**src/rtl/ex_mem_skid_if.sv**
```systemverilog
// EX->MEM handshake bundle: EX-side request fields and MEM-side head fields.
// The stage itself takes the slave view; the producer/consumer side takes master.
interface ex_mem_skid_if #(
    parameter int WIDTH  = 32,
    parameter int CTRL_W = 5
);
    logic              in_valid;
    logic              in_ready;
    logic [WIDTH-1:0]  instr;
    logic [WIDTH-1:0]  PC;
    logic [WIDTH-1:0]  ALU_Result;
    logic [WIDTH-1:0]  store_data;
    logic [CTRL_W-1:0] ctrl;
    logic              out_valid;
    logic              out_ready;
    logic [WIDTH-1:0]  instr_o;
    logic [WIDTH-1:0]  PC_o;
    logic [WIDTH-1:0]  ALU_Result_o;
    logic [WIDTH-1:0]  store_data_o;
    logic [CTRL_W-1:0] ctrl_o;

    modport master (
        output in_valid, instr, PC, ALU_Result, store_data, ctrl, out_ready,
        input  in_ready, out_valid, instr_o, PC_o, ALU_Result_o, store_data_o, ctrl_o
    );

    modport slave (
        input  in_valid, instr, PC, ALU_Result, store_data, ctrl, out_ready,
        output in_ready, out_valid, instr_o, PC_o, ALU_Result_o, store_data_o, ctrl_o
    );
endinterface

```
**src/rtl/ex_mem_skid_reg.sv**
```systemverilog
// EX->MEM pipeline register with a 2-entry skid buffer, flush-to-bubble and a
// saturating stall-cycle counter. All outputs come straight from registers.
//
//   state | meaning
//   EMPTY | no entry held (hv=0, sv=0)
//   ONE   | head valid, skid empty (hv=1, sv=0)
//   FULL  | head and skid valid (hv=1, sv=1); in_ready low
module ex_mem_skid_reg #(
    parameter int WIDTH  = 32,
    parameter int CTRL_W = 5,
    parameter int CNT_W  = 16
) (
    input  logic             clk,
    input  logic             reset,
    input  logic             flush,
    ex_mem_skid_if.slave     bus,
    output logic [CNT_W-1:0] stall_cnt
);
    typedef struct packed {
        logic [WIDTH-1:0]  instr;
        logic [WIDTH-1:0]  pc;
        logic [WIDTH-1:0]  alu;
        logic [WIDTH-1:0]  sd;
        logic [CTRL_W-1:0] ctrl;
    } entry_t;

    typedef enum logic [1:0] {
        EMPTY = 2'd0,
        ONE   = 2'd1,
        FULL  = 2'd2
    } state_t;

    state_t state_q, state_d;
    entry_t head_q, skid_q, in_entry;
    logic   hv, sv, accept, pop;
    logic   load_h_in, load_h_skid, load_s_in;

    assign hv       = (state_q == ONE) || (state_q == FULL);
    assign sv       = (state_q == FULL);
    assign accept   = bus.in_valid && !sv && !flush;
    assign pop      = hv && bus.out_ready;
    assign in_entry = {bus.instr, bus.PC, bus.ALU_Result, bus.store_data, bus.ctrl};

    always_comb begin
        state_d     = state_q;
        load_h_in   = 1'b0;
        load_h_skid = 1'b0;
        load_s_in   = 1'b0;
        unique case (state_q)
            EMPTY: begin
                if (accept) begin
                    state_d   = ONE;
                    load_h_in = 1'b1;
                end
            end
            ONE: begin
                if (pop && accept) begin
                    load_h_in = 1'b1;
                end else if (pop) begin
                    state_d = EMPTY;
                end else if (accept) begin
                    state_d   = FULL;
                    load_s_in = 1'b1;
                end
            end
            FULL: begin
                if (pop) begin
                    state_d     = ONE;
                    load_h_skid = !flush;
                end
            end
            default: state_d = EMPTY;
        endcase
        // Flush turns everything into a bubble; a same-cycle pop is still consumed.
        if (flush) begin
            state_d = EMPTY;
        end
    end

    always_ff @(posedge clk) begin
        if (reset) begin
            state_q   <= EMPTY;
            head_q    <= '0;
            skid_q    <= '0;
            stall_cnt <= '0;
        end else begin
            state_q <= state_d;
            if (load_h_in) begin
                head_q <= in_entry;
            end else if (load_h_skid) begin
                head_q <= skid_q;
            end
            if (load_s_in) begin
                skid_q <= in_entry;
            end
            if (hv && !bus.out_ready && (stall_cnt != {CNT_W{1'b1}})) begin
                stall_cnt <= stall_cnt + CNT_W'(1);
            end
        end
    end

    assign bus.in_ready     = !sv;
    assign bus.out_valid    = hv;
    assign bus.instr_o      = head_q.instr;
    assign bus.PC_o         = head_q.pc;
    assign bus.ALU_Result_o = head_q.alu;
    assign bus.store_data_o = head_q.sd;
    assign bus.ctrl_o       = hv ? head_q.ctrl : '0;
endmodule
```
**src/flat_wrapper.sv**
```systemverilog
// flat-port wrapper written by rule: the top's interface ports become plain ports
module ex_mem_skid_reg_flat 
#(
    parameter int WIDTH  = 32,
    parameter int CTRL_W = 5,
    parameter int CNT_W  = 16
)
  (clk, reset, flush, stall_cnt, bus_in_valid, bus_instr, bus_PC, bus_ALU_Result, bus_store_data, bus_ctrl, bus_out_ready, bus_in_ready, bus_out_valid, bus_instr_o, bus_PC_o, bus_ALU_Result_o, bus_store_data_o, bus_ctrl_o);
  ex_mem_skid_if #(.WIDTH(WIDTH), .CTRL_W(CTRL_W)) bus_i ();
  input  logic clk;
  input  logic reset;
  input  logic flush;
  output logic [CNT_W-1:0] stall_cnt;
  input wire logic [$bits(bus_i.in_valid)-1:0] bus_in_valid;
  input wire logic [$bits(bus_i.instr)-1:0] bus_instr;
  input wire logic [$bits(bus_i.PC)-1:0] bus_PC;
  input wire logic [$bits(bus_i.ALU_Result)-1:0] bus_ALU_Result;
  input wire logic [$bits(bus_i.store_data)-1:0] bus_store_data;
  input wire logic [$bits(bus_i.ctrl)-1:0] bus_ctrl;
  input wire logic [$bits(bus_i.out_ready)-1:0] bus_out_ready;
  output wire logic [$bits(bus_i.in_ready)-1:0] bus_in_ready;
  output wire logic [$bits(bus_i.out_valid)-1:0] bus_out_valid;
  output wire logic [$bits(bus_i.instr_o)-1:0] bus_instr_o;
  output wire logic [$bits(bus_i.PC_o)-1:0] bus_PC_o;
  output wire logic [$bits(bus_i.ALU_Result_o)-1:0] bus_ALU_Result_o;
  output wire logic [$bits(bus_i.store_data_o)-1:0] bus_store_data_o;
  output wire logic [$bits(bus_i.ctrl_o)-1:0] bus_ctrl_o;
  assign bus_i.in_valid = bus_in_valid;
  assign bus_i.instr = bus_instr;
  assign bus_i.PC = bus_PC;
  assign bus_i.ALU_Result = bus_ALU_Result;
  assign bus_i.store_data = bus_store_data;
  assign bus_i.ctrl = bus_ctrl;
  assign bus_i.out_ready = bus_out_ready;
  assign bus_in_ready = bus_i.in_ready;
  assign bus_out_valid = bus_i.out_valid;
  assign bus_instr_o = bus_i.instr_o;
  assign bus_PC_o = bus_i.PC_o;
  assign bus_ALU_Result_o = bus_i.ALU_Result_o;
  assign bus_store_data_o = bus_i.store_data_o;
  assign bus_ctrl_o = bus_i.ctrl_o;
  ex_mem_skid_reg #(.WIDTH(WIDTH), .CTRL_W(CTRL_W), .CNT_W(CNT_W)) u_core (.clk(clk), .reset(reset), .flush(flush), .bus(bus_i), .stall_cnt(stall_cnt));
endmodule
```
**config.mk**
```make
export PLATFORM = sky130hd
export DESIGN_NAME = ex_mem_skid_reg_flat
export DESIGN_NICKNAME = d
export VERILOG_FILES = /design/src/rtl/ex_mem_skid_if.sv /design/src/rtl/ex_mem_skid_reg.sv /design/src/flat_wrapper.sv
export SDC_FILE = /design/constraint.sdc
export NUM_CORES = 1
export LEC_CHECK = 0
export BUFFER_PORTS_ARGS = -buffer_cell sky130_fd_sc_hd__buf_2
export CAP_MARGIN = 20
export CORE_ASPECT_RATIO = 0.9
export CORE_MARGIN = 3
export CORE_UTILIZATION = 45
export CTS_CLUSTER_SIZE = 10
export DETAILED_ROUTE_END_ITERATION = 12
export PLACE_DENSITY_LB_ADDON = 0.25
export SLEW_MARGIN = 10
export SYNTH_ARGS = -nofsm -noshare
export SYNTH_HDL_FRONTEND = slang
export SYNTH_SLANG_ARGS = --single-unit
```
**constraint.sdc**
```tcl
create_clock -name clk -period 5.2 [get_ports clk]
set_clock_uncertainty 0.1 [all_clocks]
set_input_delay 1.56 -clock clk [delete_from_list [all_inputs] [get_ports clk]]
set_output_delay 1.56 -clock clk [all_outputs]
set_load 0.005 [all_outputs]
```
==> flow_metrics.env, run 1 <==
export IMPL_status="finished clean"
export IMPL_powerDensity_mw_per_mm2=333
export IMPL_setup_viol=0
export IMPL_die_area_mm2=0.0313
export IMPL_maxCapViolations=0
export IMPL_mostFrequentLayoutCell="buf_2"
export IMPL_initial_core_util=0.464
export IMPL_fill_cells=2716
export IMPL_layout_cells_most_common_list="buf_2 (287), dfxtp_1 (284), nand2_1 (274)"
export IMPL_grt_pass1_wl_um=47600
export IMPL_final_setup_tns_ns=0
export IMPL_clkTransAtPathRegs_ns=0.05
export IMPL_cp_required_ns=3.54
export IMPL_cts_buffer_depth=3
export IMPL_critPathSlowestCell="ha_1"
export IMPL_cts_hold_buf=0
export IMPL_io_buffers=288
export IMPL_cts_tree="yes"
export IMPL_ant_nets=0
export IMPL_drt_iter0_drc=615
export IMPL_synth_cell_types=39
export IMPL_path_max_fanout=11
export IMPL_cp_start_kind="flip-flop"
export IMPL_timing_hold_ws_ns=0.352
export IMPL_placed_cells=1885
export IMPL_drcViolationCount=0
export IMPL_num_vias=9847
export IMPL_synth_edf_count=0
export IMPL_cts_sinks=284
export IMPL_min_period_ns=3.56
export IMPL_rr_startpoint="u_core.state_q[0]"
export IMPL_overflow=0
export IMPL_antenna_found_initial=9
export IMPL_htreeDepth=2
export IMPL_grt_max_degree=103
export IMPL_pin_count=289
export IMPL_grt_total_usage=0.184
export IMPL_arrival_ns=1.90
export IMPL_crit_path_start="u_core.state_q[0]"
export IMPL_tightestPinTransition_ns=0.968
export IMPL_critical_path_max_stage_delay_ns=0.58
export IMPL_post_cts_buffers=0
export IMPL_cp_buffers_inverters=2
export IMPL_endpoint_kind="output port"
export IMPL_drv_slew=0
export IMPL_critical_path_top_delay_family="adder cells"
export IMPL_post_dp_cell_area_mm2=0.0137
export IMPL_slew_headroom=0.355
export IMPL_ys_seq_area_frac=0.432
export IMPL_synthDominantCellAreaShare=0.432
export IMPL_cp_cell_sequence="inv_1 -> ha_1 -> and2_1 -> buf_2"
export IMPL_min_delay_start="u_core.skid_q[132]"
export IMPL_fin_crit_sh=0.684
export IMPL_row_count=58
export IMPL_synth_area_top_cells="dfxtp_1 (43%), a211oi_2 (12%), mux2i_1 (10%)"
export IMPL_syn_area_mm2=0.0132
export IMPL_gp_congestion=0.779
export IMPL_power_mw=4.89
export IMPL_syn_inst=1431
export IMPL_async_flop_share=0
export IMPL_totalWireLength_um=30100
export IMPL_numCtsBuffers=35
export IMPL_die_h_um=168
export IMPL_rsz0062_at_grt="no"
export IMPL_synth_largest_area_cell="dfxtp_1"
export IMPL_die_x_um=186
export IMPL_clk_latency_ns=0.49
export IMPL_detail_route_wl_per_cell_um=15.6
export IMPL_fin_cells=1937
export IMPL_cts_resized_gates=0
export IMPL_hold_path_class="reg -> reg"
export IMPL_avgSynthCellArea_um2=9.19
export IMPL_syn2layout_area_growth_pct=11.8
export IMPL_cts_root_buf="clkbuf_16"
export IMPL_grt_pass1_vias=9398
export IMPL_ys_ff_latch=284
export IMPL_p_leak_nw=6.60
export IMPL_viasPerCell=5.08
export IMPL_synth_nets=1574
export IMPL_drtPass1Iterations=4
export IMPL_yosysWarnings=0
export IMPL_final_area_mm2=0.0147
export IMPL_nets=1675
export IMPL_dpl_hpwl_um=19300
export IMPL_critPathKind="reg -> out"
export IMPL_ir_worst_vdd_mv=0.210
export IMPL_hold_viol=0
export IMPL_fmax_mhz=281
export IMPL_core_region_area_mm2=0.0284
export IMPL_drive_gt1_frac=0.313
export IMPL_synth_ff_type="dfxtp_1"
kinds of logic (layout without fill, tap and decap cells):
logic type               count (synthesis)  in the layout  share of synthesized area
other                                    0              7                          0
AND/OR/NAND/NOR                        461            461                      0.143
adder cells (fa/ha/maj)                  5              5                    0.00476
AO/OA/AOI/OAI                          302            302                      0.194
buffers and inverters                  244            353                      0.123
multiplexers                           133            133                      0.101
XOR/XNOR                                 2              2                    0.00133
flip-flops                             284            284                      0.432
synth_stat cells (7+ instances only):
master and instances:
or4_1 8, o31ai_1 10, nand2_1 274, a21oi_1 147
mux2i_1 133, buf_6 24, nor2_1 137, buf_4 131
buf_2 28, clkbuf_1 55, a211oi_2 130, or3_1 7
nand4_1 7, nand3_1 7, dfxtp_1 284
sequential cells by signal, summed over array words and instances, names as in the netlist:
signal                   flops
u_core.bus.store_data_o     32
u_core.state_q               2
u_core.skid_q              133
u_core.head_q                5
u_core.bus.ALU_Result_o     32
u_core.bus.instr_o          32
u_core.bus.PC_o             32
u_core.stall_cnt            16
tightest hold or removal path: stages, from the launching register on:
cell     delay (ns)
dfxtp_1        0.30
nand2_1        0.05
a21oi_1        0.05
power breakdown:
part	internal (mW)	total [mW]	switching, mW
sequential	2.27	2.31	0.0423
clock	1.29	2.13	0.844
combinational	0.197	0.450	0.254
total	3.75	4.89	1.14
final cells by class:
class,instances,area (µm²),area share
antenna,7,17.5,0.00119
clock buffer,42,965,0.0656
clock inverter,3,15.0,0.00102
inverter,5,18.8,0.00128
multi-input combinational,903,5880,0.400
sequential,284,5690,0.387
tap,390,488,0.0332
timing repair buffer,303,1640,0.111
metal layers:
layer,share of wire,wire (µm),global-route usage
met1,0.43,13000,0.229
met2,0.47,14300,0.311
met3,0.072,2160,0.0518
met4,0.021,636,0.0518
met5,0.0014,41,0
stage by stage:
stage | setup slack, ns | util
final | 1.64 | 0.518
after global routing | 1.49 | 0.518
after CTS | 1.56 | 0.518
after detailed placement | 1.34 | 0.483
after global placement | 1.40 | 0.483
after floorplan | 2.22 | -
path summary, 6_finish.rpt:
path	cells past startpoint	end	slack, ns
worst min register to register	2	u_core.skid_q[132]	0.35
worst min-delay path	2	u_core.skid_q[132]	0.35
worst max register to register	7	u_core.bus.ALU_Result_o[30]	2.08
worst max-delay path	4	bus_ctrl_o[4]	1.64
Power figures use the tool's default switching activity.
==> inputs of run 2 (changes only) <==
==> constraint.sdc (replaced) <==
create_clock -name clk -period 3.6 [get_ports clk]
set_clock_uncertainty 0.1 [all_clocks]
set_input_delay 1.08 -clock clk [delete_from_list [all_inputs] [get_ports clk]]
set_output_delay 1.08 -clock clk [all_outputs]
set_load 0.005 [all_outputs]
==> run 2 against run 1 <==
Critical path depth stayed put. Cell area is 0.83% higher. Global-route usage grew 0.36 points. Highest routed layer unchanged.
==> flow_metrics.env, run 2 (synthesis results as in run 1) <==
export IMPL_cts_root_buf="clkbuf_16"
export IMPL_grt_total_usage=0.188
export IMPL_final_area_mm2=0.0148
export IMPL_fmax_mhz=322
export IMPL_powerDensity_mw_per_mm2=475
export IMPL_drcViolationCount=0
export IMPL_cts_tree="yes"
export IMPL_die_h_um=168
export IMPL_fill_cells=2674
export IMPL_min_period_ns=3.10
export IMPL_gp_congestion=0.749
export IMPL_share_comb_of_total_power=0.094
export IMPL_die_x_um=186
export IMPL_drtPass1Iterations=5
export IMPL_post_dp_cell_area_mm2=0.0139
export IMPL_rr_startpoint="u_core.state_q[0]"
export IMPL_power_frac_clock=0.433
export IMPL_slew_headroom=0.295
export IMPL_initial_core_util=0.464
export IMPL_io_buffers=288
export IMPL_drt_iter0_drc=483
export IMPL_timing_hold_ws_ns=0.351
export IMPL_place_ws_ns=0.513
export IMPL_regArea_mm2=0.00569
export IMPL_grt_pass1_vias=9666
export IMPL_largest_reg_flops=133
export IMPL_p_seq_frac=0.473
export IMPL_antenna_found_initial=6
export IMPL_viasPerCell=5.13
export IMPL_min_path_cells=2
export IMPL_critPathKind="reg -> out"
export IMPL_cp_start_kind="flip-flop"
export IMPL_maxCapViolations=0
export IMPL_drive_gt1_frac=0.315
export IMPL_setup_ws_ns=0.497
export IMPL_ir_worst_vdd_mv=0.326
export IMPL_grt_pass1_wl_um=48800
export IMPL_detail_route_wl_per_cell_um=15.7
export IMPL_dpl_hpwl_um=19800
export IMPL_placed_cells=1893
export IMPL_fin_cells=1937
export IMPL_totalWireLength_um=30500
export IMPL_r2r_cells=7
export IMPL_htreeDepth=2
export IMPL_die_area_mm2=0.0313
export IMPL_mostFrequentLayoutCell="buf_2"
export IMPL_critical_path_top_delay_family="adder cells"
export IMPL_final_setup_tns_ns=0
export IMPL_num_vias=9938
export IMPL_nets=1682
export IMPL_cts_resized_gates=0
export IMPL_critical_path_max_stage_delay_ns=0.61
export IMPL_setup_viol=0
export IMPL_overflow=0
export IMPL_syn2layout_area_growth_pct=12.7
export IMPL_status="finished clean"
export IMPL_multi_input_area_mm2=0.00588
export IMPL_grt_max_degree=89
export IMPL_worstHoldEndpoint="u_core.skid_q[121]"
export IMPL_fin_util=0.523
export IMPL_regMostFlops="u_core.skid_q"
export IMPL_endpoint_kind="output port"
export IMPL_numCtsBuffers=34
export IMPL_fin_crit_sh=0.862
export IMPL_cp_cell_sequence="inv_1 -> ha_1 -> and2_1 -> buf_2"
export IMPL_drv_slew=0
export IMPL_swShare=0.234
export IMPL_path_max_fanout=11
export IMPL_hold_path_class="reg -> reg"
export IMPL_cts_hold_buf=0
export IMPL_p_leak_nw=6.66
export IMPL_arrival_ns=1.92
export IMPL_power_mw=7.05
export IMPL_hold_viol=0
export IMPL_cp_buffers_inverters=2
export IMPL_ant_nets=0
export IMPL_clk_latency_ns=0.49
export IMPL_rr_endpoint="u_core.bus.store_data_o[19]"
export IMPL_cts_buffer_depth=3
export IMPL_ff2ff_setup_slack_ns=0.73
export IMPL_cp_required_ns=2.42
export IMPL_cts_sinks=284
export IMPL_clkTransAtPathRegs_ns=0.05
export IMPL_post_cts_buffers=0
export IMPL_internal_power_mw=5.40
export IMPL_layout_cells_most_common_list="buf_2 (287), dfxtp_1 (284), nand2_1 (274)"
export IMPL_min_delay_start="u_core.skid_q[121]"
export IMPL_rsz0062_at_grt="no"
export IMPL_p_sw_mw=1.65
export IMPL_critPathSlowestCell="ha_1"
export IMPL_row_count=58
export IMPL_pin_count=289
export IMPL_core_region_area_mm2=0.0284
export IMPL_tightestPinTransition_ns=1.06
## run 2: power by group through the flow
stage          Combinational [mW]  Sequential, mW  Clock, mW
3_5_place_dp                0.673            3.40          0
2_1_floorplan               0.538            3.38          0
6_report                    0.666            3.33       3.05
5_1_grt                     0.738            3.35       3.28
4_1_cts                     0.675            3.33       3.15
3_3_place_gp                0.661            3.39          0
## run 2: how the worst max path moves through the flow
stage          slack [ns]                          end  cells past startpoint         startpoint
3_5_place_dp         0.51          u_core.bus.PC_o[12]                      6       bus_in_valid
6_report             0.50                bus_ctrl_o[4]                      4  u_core.state_q[0]
5_1_grt              0.37                bus_ctrl_o[4]                      4  u_core.state_q[0]
3_3_place_gp         0.57  u_core.bus.store_data_o[13]                      6       bus_in_valid
2_1_floorplan        1.10          u_core.bus.PC_o[25]                      7              flush
4_1_cts              0.42                bus_ctrl_o[4]                      4  u_core.state_q[0]
## run 2: worst min-delay path: cells and delay by family (launching register included)
kind	cells	cell delay [ns]
and+or+nand+nor	1	0.05
AOI/OAI and AO/OA	1	0.05
DFF	1	0.30
## run 2: cell type report
cell class	instances	share of cell area
tap	390	0.0329
multi-input combinational	903	0.396
sequential	284	0.383
antenna	2	0.000338
clock buffer	42	0.0644
timing repair buffer	311	0.121
inverter	5	0.00127
## run 2: metal layers
metal / global-route usage / vias to the layer above / share of wire
met2: 0.323 / 236 / 0.48
li1: - / 4973 / -
met1: 0.229 / 4660 / 0.42
met5: 0 / - / 0.0013
met3: 0.0525 / 61 / 0.072
met4: 0.0537 / 8 / 0.026
==> inputs of run 3 (changes only) <==
==> constraint.sdc (replaced) <==
create_clock -name clk -period 3.6 [get_ports clk]
set_clock_uncertainty 0.1 [all_clocks]
set_input_delay 0.72 -clock clk [delete_from_list [all_inputs] [get_ports clk]]
set_output_delay 0.72 -clock clk [all_outputs]
set_load 0.005 [all_outputs]
==> run 3 against run 2 <==
Total power decreased by 0.38%. Via count decreased by 1.0%. Die area unchanged. Utilization decreased by 0.45 points. Register-to-register slack got worse by 0.04 ns. Non-clock buffer count decreased by 10. First-iteration DRC count increased by 17%. Critical endpoint is now u_core.bus.instr_o[3]. Largest cell class unchanged.
==> flow_metrics.env, run 3 (synthesis results as in run 1) <==
export IMPL_status="finished clean"
export IMPL_post_dp_cell_area_mm2=0.0137
export IMPL_fin_crit_sh=0.808
export IMPL_initial_core_util=0.464
export IMPL_drt_met1_wl_um=13000
export IMPL_fmax_mhz=344
export IMPL_antenna_found_initial=5
export IMPL_regMostFlops="u_core.skid_q"
export IMPL_nets=1672
export IMPL_final_setup_tns_ns=0
export IMPL_cts_root_buf="clkbuf_16"
export IMPL_arrival_ns=3.22
export IMPL_fin_cells=1929
export IMPL_die_h_um=168
export IMPL_cp_required_ns=3.91
export IMPL_fin_util=0.518
export IMPL_syn2layout_area_growth_pct=11.7
export IMPL_critPathSlowestCell="a21bo_4"
export IMPL_fill_cells=2641
export IMPL_post_cts_buffers=0
export IMPL_wl_met3_um=2230
export IMPL_tightestPinTransition_ns=0.977
export IMPL_io_buffers=288
export IMPL_critPathKind="reg -> reg"
export IMPL_cts_tree="yes"
export IMPL_mostFrequentLayoutCell="buf_2"
export IMPL_clkTransAtPathRegs_ns=0.06
export IMPL_placed_cells=1883
export IMPL_rsz0062_at_grt="no"
export IMPL_critical_path_top_delay_family="compound AO/OA/AOI/OAI gates"
export IMPL_clk_latency_ns=0.49
export IMPL_cts_resized_gates=0
export IMPL_largest_reg_flops=133
export IMPL_row_count=58
export IMPL_cp_start_kind="flip-flop"
export IMPL_cp_cell_sequence="inv_1 -> ha_1 -> nand3_1 -> a21bo_4 -> buf_4 -> nor2_1 -> a211oi_2"
export IMPL_detail_route_wl_per_cell_um=15.6
export IMPL_maxCapViolations=0
export IMPL_ir_worst_vdd_mv=0.303
export IMPL_drt_iter0_drc=564
export IMPL_slew_headroom=0.349
export IMPL_htreeDepth=2
export IMPL_viasPerCell=5.10
export IMPL_endpoint_kind="flip-flop"
export IMPL_routed_top_layer="met5"
export IMPL_num_vias=9838
export IMPL_min_period_ns=2.91
export IMPL_core_region_area_mm2=0.0284
export IMPL_overflow=0
export IMPL_grt_total_usage=0.184
export IMPL_layout_cells_most_common_list="buf_2 (287), dfxtp_1 (284), nand2_1 (274)"
export IMPL_path_max_fanout=61
export IMPL_ant_nets=0
export IMPL_final_area_mm2=0.0147
export IMPL_totalWireLength_um=30100
export IMPL_drive_gt1_frac=0.309
export IMPL_cts_sinks=284
export IMPL_cts_hold_buf=0
export IMPL_cts_buffer_depth=3
export IMPL_hold_viol=0
export IMPL_dpl_hpwl_um=19100
export IMPL_power_mw=7.02
export IMPL_cp_buffers_inverters=2
export IMPL_grt_pass1_vias=9392
export IMPL_grt_max_degree=103
export IMPL_grt_pass1_wl_um=48000
export IMPL_pin_count=289
export IMPL_powerDensity_mw_per_mm2=478
export IMPL_die_area_mm2=0.0313
export IMPL_hold_path_class="reg -> reg"
export IMPL_critical_path_max_stage_delay_ns=0.76
export IMPL_setup_viol=0
export IMPL_numCtsBuffers=34
export IMPL_dr_wl_met2_um=14100
export IMPL_drtPass1Iterations=5
export IMPL_die_x_um=186
export IMPL_drv_slew=0
export IMPL_gp_congestion=0.788
export IMPL_p_leak_nw=6.59
export IMPL_drcViolationCount=0
-- run 3: worst min-delay path, cell delays in order, from the launching register on --
cell and delay (ns):
dfxtp_1 0.30, nand2_1 0.05, a21oi_1 0.05
-- run 3: report_power, final --
group          total (mW)  switching, mW  internal, mW
clock network        3.03           1.21          1.82
registers            3.34         0.0649          3.27
logic               0.652          0.366         0.287
-- run 3: area by class of cell --
type	instances	area [µm²]	area share
repair buffers	301	1670	0.114
clock buffers	43	948	0.0645
multi-input cells	903	5880	0.400
flip-flops and latches	284	5690	0.387
well taps	390	488	0.0332
inverters	5	18.8	0.00128
diodes	3	7.51	0.000511
-- run 3: final timing paths --
| kind | from | to | slack, ns | cells after the start |
|---|---|---|---|---|
| hold reg to reg | u_core.skid_q[65] | u_core.skid_q[65] | 0.35 | 2 |
| setup / recovery | u_core.state_q[0] | u_core.bus.instr_o[3] | 0.69 | 7 |
| hold / removal | u_core.skid_q[65] | u_core.skid_q[65] | 0.35 | 2 |
| setup reg to reg | u_core.state_q[0] | u_core.bus.instr_o[3] | 0.69 | 7 |
-- run 3: metrics by stage --
stage | worst slack (ns) | hold WS (ns)
after global routing | 0.429 | 0.356
after floorplan | 1.42 | 0.336
final | 0.691 | 0.350
after CTS | 0.649 | 0.346
after detailed placement | 0.523 | 0.346
after global placement | 0.567 | 0.341
-- run 3: per-layer routing --
layer  global-route usage  vias to the layer above
met5                    0                        -
met4               0.0612                        4
met3               0.0510                       51
met2                0.307                      254
met1                0.229                     4578
li1                     -                     4951
